[src/rtl/carpark_pkg.sv]
// Shared types and default constants for the car park gate controller.
package carpark_pkg;

    typedef enum logic [1:0] {
        IDLE     = 2'd0,
        CHECK    = 2'd1,
        OPEN_IN  = 2'd2,
        OPEN_OUT = 2'd3
    } state_e;

    localparam int unsigned DEF_CAPACITY     = 15;
    localparam int unsigned DEF_CNT_W        = 4;
    localparam logic [3:0]  DEF_PSWD         = 4'b1010;
    localparam int unsigned DEF_MAX_TRIES    = 3;
    localparam int unsigned DEF_LOCK_CYCLES  = 16;
    localparam int unsigned DEF_GATE_TIMEOUT = 32;

    // Lane ids double as bit positions in the arbiter request/grant vectors.
    localparam int unsigned LANE_ENTRY = 0;
    localparam int unsigned LANE_EXIT  = 1;
    localparam int unsigned N_LANES    = 2;

endpackage

[src/rtl/carpark_rr_arb.sv]
// Two-requester round-robin arbiter; a tie goes to the lane not served last.
module carpark_rr_arb
    import carpark_pkg::*;
(
    input  logic               clk,
    input  logic               reset,
    input  logic [N_LANES-1:0] req_i,
    input  logic               advance_i,
    output logic [N_LANES-1:0] gnt_c_o
);

    logic last_q;
    logic last_d;

    always_comb begin
        gnt_c_o = '0;
        last_d  = last_q;
        if (req_i[LANE_ENTRY] && req_i[LANE_EXIT]) begin
            if (last_q == 1'(LANE_EXIT)) begin
                gnt_c_o[LANE_ENTRY] = 1'b1;
            end else begin
                gnt_c_o[LANE_EXIT] = 1'b1;
            end
        end else begin
            gnt_c_o = req_i;
        end
        if (advance_i && (gnt_c_o != '0)) begin
            last_d = gnt_c_o[LANE_EXIT] ? 1'(LANE_EXIT) : 1'(LANE_ENTRY);
        end
    end

    always_ff @(posedge clk) begin
        if (reset) begin
            last_q <= 1'(LANE_EXIT);
        end else begin
            last_q <= last_d;
        end
    end

endmodule

[src/rtl/carpark_gate_ctrl.sv]
// Shared barrier gate controller: entry lane with password/lockout, exit lane,
// occupancy tracking against a fixed capacity.
module carpark_gate_ctrl
    import carpark_pkg::*;
#(
    parameter int unsigned CAPACITY     = DEF_CAPACITY,
    parameter int unsigned CNT_W        = DEF_CNT_W,
    parameter logic [3:0]  PSWD         = DEF_PSWD,
    parameter int unsigned MAX_TRIES    = DEF_MAX_TRIES,
    parameter int unsigned LOCK_CYCLES  = DEF_LOCK_CYCLES,
    parameter int unsigned GATE_TIMEOUT = DEF_GATE_TIMEOUT
) (
    input  logic             clk,
    input  logic             reset,
    input  logic             entry_req,
    input  logic             exit_req,
    input  logic [3:0]       pswd,
    input  logic             pswd_valid,
    input  logic             pass_sensor,
    output logic             gate_open,
    output logic             grant_entry,
    output logic             grant_exit,
    output logic             pswd_ok,
    output logic             pswd_err,
    output logic             lockout,
    output logic             full,
    output logic [CNT_W-1:0] occupancy
);

    localparam int unsigned TRY_W  = $clog2(MAX_TRIES + 1);
    localparam int unsigned LOCK_W = $clog2(LOCK_CYCLES + 1);
    localparam int unsigned GT_W   = $clog2(GATE_TIMEOUT + 1);

    state_e              state_q, state_d;
    logic [TRY_W-1:0]    tries_q, tries_d;
    logic [LOCK_W-1:0]   lock_q, lock_d;
    logic [GT_W-1:0]     gtmr_q, gtmr_d;
    logic [CNT_W-1:0]    occ_q, occ_d;
    logic                gate_open_q, grant_entry_q, grant_exit_q;
    logic                pswd_ok_q, pswd_ok_d, pswd_err_q, pswd_err_d;
    logic                lockout_q, full_q;

    logic                entry_elig;
    logic                exit_elig;
    logic [N_LANES-1:0]  arb_req;
    logic [N_LANES-1:0]  arb_gnt;

    assign entry_elig = entry_req && (occ_q != CNT_W'(CAPACITY)) && (lock_q == '0);
    assign exit_elig  = exit_req && (occ_q != '0);

    always_comb begin
        arb_req             = '0;
        arb_req[LANE_ENTRY] = entry_elig;
        arb_req[LANE_EXIT]  = exit_elig;
    end

    carpark_rr_arb u_arb (
        .clk       (clk),
        .reset     (reset),
        .req_i     (arb_req),
        .advance_i (state_q == IDLE),
        .gnt_c_o   (arb_gnt)
    );

    // Next-state, counters and password pulses.
    always_comb begin
        state_d    = state_q;
        tries_d    = tries_q;
        occ_d      = occ_q;
        gtmr_d     = '0;
        pswd_ok_d  = 1'b0;
        pswd_err_d = 1'b0;
        lock_d     = (lock_q != '0) ? lock_q - LOCK_W'(1) : '0;

        unique case (state_q)
            IDLE: begin
                if (arb_gnt[LANE_ENTRY]) begin
                    state_d = CHECK;
                end else if (arb_gnt[LANE_EXIT]) begin
                    state_d = OPEN_OUT;
                end
            end
            CHECK: begin
                if (pswd_valid) begin
                    if (pswd == PSWD) begin
                        pswd_ok_d = 1'b1;
                        tries_d   = '0;
                        state_d   = OPEN_IN;
                    end else begin
                        pswd_err_d = 1'b1;
                        if (tries_q == TRY_W'(MAX_TRIES - 1)) begin
                            tries_d = '0;
                            lock_d  = LOCK_W'(LOCK_CYCLES);
                            state_d = IDLE;
                        end else begin
                            tries_d = tries_q + TRY_W'(1);
                        end
                    end
                end else if (!entry_req) begin
                    state_d = IDLE;
                end
            end
            OPEN_IN, OPEN_OUT: begin
                gtmr_d = gtmr_q + GT_W'(1);
                // A pass in the timeout cycle still counts.
                if (pass_sensor) begin
                    if (state_q == OPEN_IN) begin
                        if (occ_q != CNT_W'(CAPACITY)) occ_d = occ_q + CNT_W'(1);
                    end else begin
                        if (occ_q != '0) occ_d = occ_q - CNT_W'(1);
                    end
                    state_d = IDLE;
                end else if (gtmr_q == GT_W'(GATE_TIMEOUT - 1)) begin
                    state_d = IDLE;
                end
            end
            default: state_d = IDLE;
        endcase
    end

    // Outputs are registered from the next-state values so they track the state after the edge.
    always_ff @(posedge clk) begin
        if (reset) begin
            state_q       <= IDLE;
            tries_q       <= '0;
            lock_q        <= '0;
            gtmr_q        <= '0;
            occ_q         <= '0;
            gate_open_q   <= 1'b0;
            grant_entry_q <= 1'b0;
            grant_exit_q  <= 1'b0;
            pswd_ok_q     <= 1'b0;
            pswd_err_q    <= 1'b0;
            lockout_q     <= 1'b0;
            full_q        <= 1'b0;
        end else begin
            state_q       <= state_d;
            tries_q       <= tries_d;
            lock_q        <= lock_d;
            gtmr_q        <= gtmr_d;
            occ_q         <= occ_d;
            gate_open_q   <= (state_d == OPEN_IN) || (state_d == OPEN_OUT);
            grant_entry_q <= (state_d == CHECK) || (state_d == OPEN_IN);
            grant_exit_q  <= (state_d == OPEN_OUT);
            pswd_ok_q     <= pswd_ok_d;
            pswd_err_q    <= pswd_err_d;
            lockout_q     <= (lock_d != '0);
            full_q        <= (occ_d == CNT_W'(CAPACITY));
        end
    end

    assign gate_open   = gate_open_q;
    assign grant_entry = grant_entry_q;
    assign grant_exit  = grant_exit_q;
    assign pswd_ok     = pswd_ok_q;
    assign pswd_err    = pswd_err_q;
    assign lockout     = lockout_q;
    assign full        = full_q;
    assign occupancy   = occ_q;

endmodule

[config.mk]
export PLATFORM = sky130hd
export DESIGN_NAME = carpark_gate_ctrl
export DESIGN_NICKNAME = d
export VERILOG_FILES = /design/src/rtl/carpark_pkg.sv /design/src/rtl/carpark_rr_arb.sv /design/src/rtl/carpark_gate_ctrl.sv
export SDC_FILE = /design/constraint.sdc
export NUM_CORES = 1
export LEC_CHECK = 0
export ABC_AREA = 1
export CAP_MARGIN = 10
export CORE_UTILIZATION = 45
export DETAILED_ROUTE_END_ITERATION = 7
export PLACE_DENSITY = 0.69
export SYNTH_ARGS = -nofsm -noshare
export SYNTH_HDL_FRONTEND = slang
export SYNTH_SLANG_ARGS = --single-unit
[constraint.sdc]
create_clock -name clk -period 3.5 [get_ports clk]
set_input_delay 1.05 -clock clk [delete_from_list [all_inputs] [get_ports clk]]
set_output_delay 1.05 -clock clk [all_outputs]
set_load 0.01 [all_outputs]
==> flow_summary.ini, run 1 <==
[synth]
yosysSeqAreaShare_pct = 38.9
synth-seq-cells = 26
netlist_area_um2 = 1340
synth.area.top_cells = dfxtp_1 39%, nand2_1 15%, inv_1 9.5%, nor2_1 7.6%, nand3_1 6.0%
synth_cells = 203
synth_cell_type_count = 21
synth_nets = 218
yosys.area.top_type = dfxtp_1
synth.avg_cell_area_um2 = 6.59
synth_warnings = 0
synth_top_area_share_pct = 38.9

[place]
dp_hpwl_um = 2140
place_congestion = 0.848
dpl_worst_slack_ns = 0.812
place_area_um2 = 1560
portBuffers = 20

[sta]
finalCriticalPeriod_ns = 2.48
holdWs_ns = 0.440
finalSetupViolations = 0
relSlewSlack_pct = 53.6
worstMarginPinSlew_ns = 0.694
finClkSkew_ns = 0.00178
clock.fmax_mhz = 403
fin_ws_ns = 1.02
slew_viol_final = 0
finalHoldViolations = 0
rsz0062_at_grt = no
fin_tns_setup_ns = 0
post-route-period-util_pct = 70.9

[worst_setup_path]
cpMaxStageDelayCell = clkdlybuf4s50_1
worstPathMaxFanout = 8
critPathTopFamily = buffers and inverters
path_class = flip-flop to output pin
worstSetupStartpointType = flip-flop
crit_arrival_ns = 1.43
crit_buf_inv = 1
crit_chain = clkdlybuf4s50_1
cp.required_ns = 2.45
endpoint_kind = output pin
slowest_delay_ns = 0.60

[global_routing]
grt_first_pass_wirelength_um = 5070
grt.total_usage_pct = 19.4
first_global_vias = 1270
overflow = 0
antenna_found_initial = 0
grt_max_degree = 20

[clock_network]
path_clk_slew_ns = 0.14
cts_htree_levels = 1
cts-root-buf = clkbuf_4
hold_buffers = 0
cts_tree = yes
numCtsBuffers = 3
clock_path_buffers = 2
clock-sinks = 26
worstSkewPairLatency_ns = 0.31
cts_setup_buffers = 0
cts_resized = 0

[status]
status = complete, no violations

[cells_and_area]
final_util_pct = 58.1
drive_gt1_share_pct = 4.46
num-nets-final = 240
postLayoutCellArea_um2 = 1620
areaGrowthSynthToFinish_pct = 20.9
insertedDiodeCount = 0

[route]
final_antenna_net_count = 0
drc = 0
post_drt_wl_per_cell_um = 10.9
routed_wl_um = 2770
dr_total_vias = 1286
dr.pass1.iters = 4
drtIter0Drc = 46
via_per_inst = 5.04

[pwr]
power_density_nw_per_um2 = 499
ir_drop_mv = 0.531
leakage_uw = 0.000759

[die]
design.core.area_um2 = 2780
rows = 19
fp.dieW_um = 56.5
dieArea_um2 = 3190
die_h_um = 56.5
ios = 21
initial_core_util_pct = 48.1

[min_path]
hold_class = flip-flop to flip-flop

[run]
maxCapViolCount = 0
-- flip-flops by register name, summed over array words and instances (netlist names) --
name,flops
u_arb.last_q,1
state_q,2
lockout,1
full,1
pswd_err,1
pswd_ok,1
occupancy,4
tries_q,2
lock_q,5
gtmr_q,6
grant_exit,1
grant_entry,1
-- power by group --
group          leakage, uW  internal [uW]  switching (uW)
Combinational     0.000520            105             147
Clock            0.0000279            116            85.5
Sequential        0.000211            336            18.7
Total             0.000759            556             251
-- kinds of logic (layout without fill, tap and decap cells) --
kind of cell | count (synthesis) | in the layout | share of synthesized area [%]
fa+ha+maj | 5 | 5 | 4.68
simple gates | 112 | 112 | 36.9
buf+inv | 39 | 60 | 11.0
compound gates | 20 | 20 | 7.86
xor+xnor | 1 | 1 | 0.655
flops | 26 | 26 | 38.9
-- final timing paths --
kind,startpoint,slack [ns],to,depth (start not counted)
setup / recovery,occupancy[2]$_SDFF_PP0_,1.02,occupancy[2],1
hold / removal,lock_q[0]$_SDFF_PP0_,0.44,lock_q[0]$_SDFF_PP0_,1
setup reg to reg,occupancy[1]$_SDFF_PP0_,1.59,grant_entry$_SDFF_PP0_,12
hold reg to reg,lock_q[0]$_SDFF_PP0_,0.44,lock_q[0]$_SDFF_PP0_,1
-- synthesized netlist by cell type --
master,n
a22oi_1,1
nor3_1,4
nand4_1,5
o211ai_1,1
inv_1,34
nand2_1,52
nor3b_1,2
xnor2_1,1
dfxtp_1,26
a21oi_1,10
buf_2,1
nand3_2,3
o21ai_0,8
nor2_2,1
nand3b_1,1
nor4_1,1
ha_1,5
nand3_1,16
clkbuf_1,2
nor2_1,27
inv_2,2
-- layer usage --
layer	vias up	part of all wire, %	routed length [um]	global-route usage, %
li1	681	-	-	-
met1	582	46	1280	23.8
met2	19	50	1390	35.0
met3	4	2.7	74	2.30
met4	0	0.87	24	5.92
met5	-	0	0	0
-- area by class of cell --
type,instances,area (um^2)
Fill cell,257,1160
Multi-Input combinational cell,138,669
Sequential cell,26,520
Timing Repair Buffer,20,200
Inverter,36,135
Tap cell,31,38.8
Clock inverter,1,30.0
Clock buffer,3,22.5
-- cell usage in the layout (no fill, tap or decap) --
cell type	instances
nor3b_1	2
nand4_1	5
nand3_1	16
o21ai_0	8
a21oi_1	10
ha_1	5
clkbuf_4	3
dfxtp_1	26
nor4_1	1
bufinv_16	1
nand3_2	3
inv_1	34
nor2_1	27
nand2_1	52
o211ai_1	1
clkdlybuf4s50_1	20
nor3_1	4
nor2_2	1
xnor2_1	1
inv_2	2
nand3b_1	1
a22oi_1	1
-- per-stage QoR --
stage,std cells,total power (uW)
floorplan,203,541
global placement,251,601
detailed placement,251,613
CTS,255,818
global route,255,878
finish,255,807
No activity file was read; power rests on OpenSTA's default activity.
==> inputs of run 2 (changes only) <==
- clock period: 3.5 -> 2.6 ns (I/O delays scaled with it)
==> flow_summary.ini, run 2 (synthesis results as in run 1) <==
[status]
status = complete, no violations

[cells_and_area]
nFillCells = 273
layout_commonest_cell = nand2_1
final_cell_mix = 52 x nand2_1, 34 x inv_1, 27 x nor2_1
areaGrowthSynthToFinish_pct = 20.8
top_register = gtmr_q
drive_gt1_share_pct = 5.31
final_util_pct = 58.1
num-nets-final = 242
insertedDiodeCount = 0
largest_reg_flops = 6

[route]
via_per_inst = 5.04
dr_total_vias = 1295
met3_length_um = 64
met1_length_um = 1290
post_drt_wl_per_cell_um = 10.6
drtIter0Drc = 56
final_antenna_net_count = 0
dr.pass1.iters = 4
highest_layer = met4
met2RoutedLength_um = 1340
drc = 0
routed_wl_um = 2730

[clock_network]
clock_path_buffers = 2
cts_resized = 0
cts_tree = yes
numCtsBuffers = 3
path_clk_slew_ns = 0.13
cts_setup_buffers = 0
clock-sinks = 26
cts-root-buf = clkbuf_4
worstSkewPairLatency_ns = 0.32
hold_buffers = 0
cts_htree_levels = 1

[worst_setup_path]
cpMaxStageDelayCell = clkdlybuf4s50_1
endpoint_kind = output pin
critPathTopFamily = buffers and inverters
worstSetupStartpointType = flip-flop
cp.required_ns = 1.82
slowest_delay_ns = 0.60
r2r_start = occupancy[1]$_SDFF_PP0_
crit_arrival_ns = 1.43
crit_chain = clkdlybuf4s50_1
r2r_slack_ns = 0.71
reg2reg_to = grant_entry$_SDFF_PP0_
worstPathMaxFanout = 8
path_class = flip-flop to output pin
worst-r2r-cell-count = 12
crit_buf_inv = 1

[die]
dieArea_um2 = 3190
rows = 19
initial_core_util_pct = 48.1
ios = 21
fp.dieW_um = 56.5
die_h_um = 56.5
design.core.area_um2 = 2780

[pwr]
swShare_pct = 33.5
p_int_uw = 681
leakage_uw = 0.000762
p_clk_share_pct = 19.8
p_comb_share_pct = 33.7
p_sw_uw = 343
power_density_nw_per_um2 = 634
sequentialPowerShare_pct = 46.5
ir_drop_mv = 0.623

[global_routing]
overflow = 0
grt_max_degree = 15
antenna_found_initial = 0
grt_first_pass_wirelength_um = 4840
first_global_vias = 1248
grt.total_usage_pct = 18.7

[min_path]
holdPathStages = 1
hold_class = flip-flop to flip-flop
hold_start = lock_q[0]$_SDFF_PP0_
min_to = lock_q[0]$_SDFF_PP0_

[sta]
finalHoldViolations = 0
clock.fmax_mhz = 452
slew_viol_final = 0
finalSetupViolations = 0
post-route-period-util_pct = 85.1
finalCriticalPeriod_ns = 2.21
relSlewSlack_pct = 70.6
rsz0062_at_grt = no
finClkSkew_ns = 0.00287
fin_tns_setup_ns = 0
worstMarginPinSlew_ns = 0.439

[place]
dp_hpwl_um = 2120
portBuffers = 20
place_congestion = 0.833

[run]
maxCapViolCount = 0
## run 2: through the flow
step	power, uW	cells	setup WS [ns]	area (um^2)	hold WS, ns
3_3_place_gp	812	253	0.263	1580	0.411
3_5_place_dp	827	253	0.229	1580	0.414
6_report	1020	257	0.387	1620	0.430
4_1_cts	1030	257	0.369	1620	0.433
5_1_grt	1100	257	0.319	1620	0.449
2_1_floorplan	729	203	0.753	1340	0.399
## run 2: worst max-delay path by stage
| stage | depth (start not counted) | end | start |
|---|---|---|---|
| finish | 1 | occupancy[2] | occupancy[2]$_SDFF_PP0_ |
| global route | 1 | occupancy[2] | occupancy[2]$_SDFF_PP0_ |
| CTS | 1 | occupancy[2] | occupancy[2]$_SDFF_PP0_ |
| detailed placement | 13 | grant_entry$_SDFF_PP0_ | pswd[1] |
| global placement | 13 | grant_entry$_SDFF_PP0_ | pswd[3] |
| floorplan | 11 | grant_entry$_SDFF_PP0_ | pswd[0] |
## run 2: area by class of cell
class,instances,area [um^2],share of cell area (%)
multi-input cells,138,669,41.4
repair buffers,22,215,13.3
well taps,31,38.8,2.40
inverters,36,135,8.37
flip-flops and latches,26,520,32.2
clock buffers,4,36.3,2.25
## run 2: layer usage
layer	GRT usage, %	vias up
met5	0	-
met2	33.1	22
met3	2.30	4
met1	22.5	583
met4	8.36	0
li1	-	686
## run 2: power groups by stage
stage	logic, uW	clock network [uW]	registers (uW)
floorplan	240	0	488
global placement	327	0	484
detailed placement	342	0	485
CTS	345	210	477
global route	396	223	481
finish	345	203	476
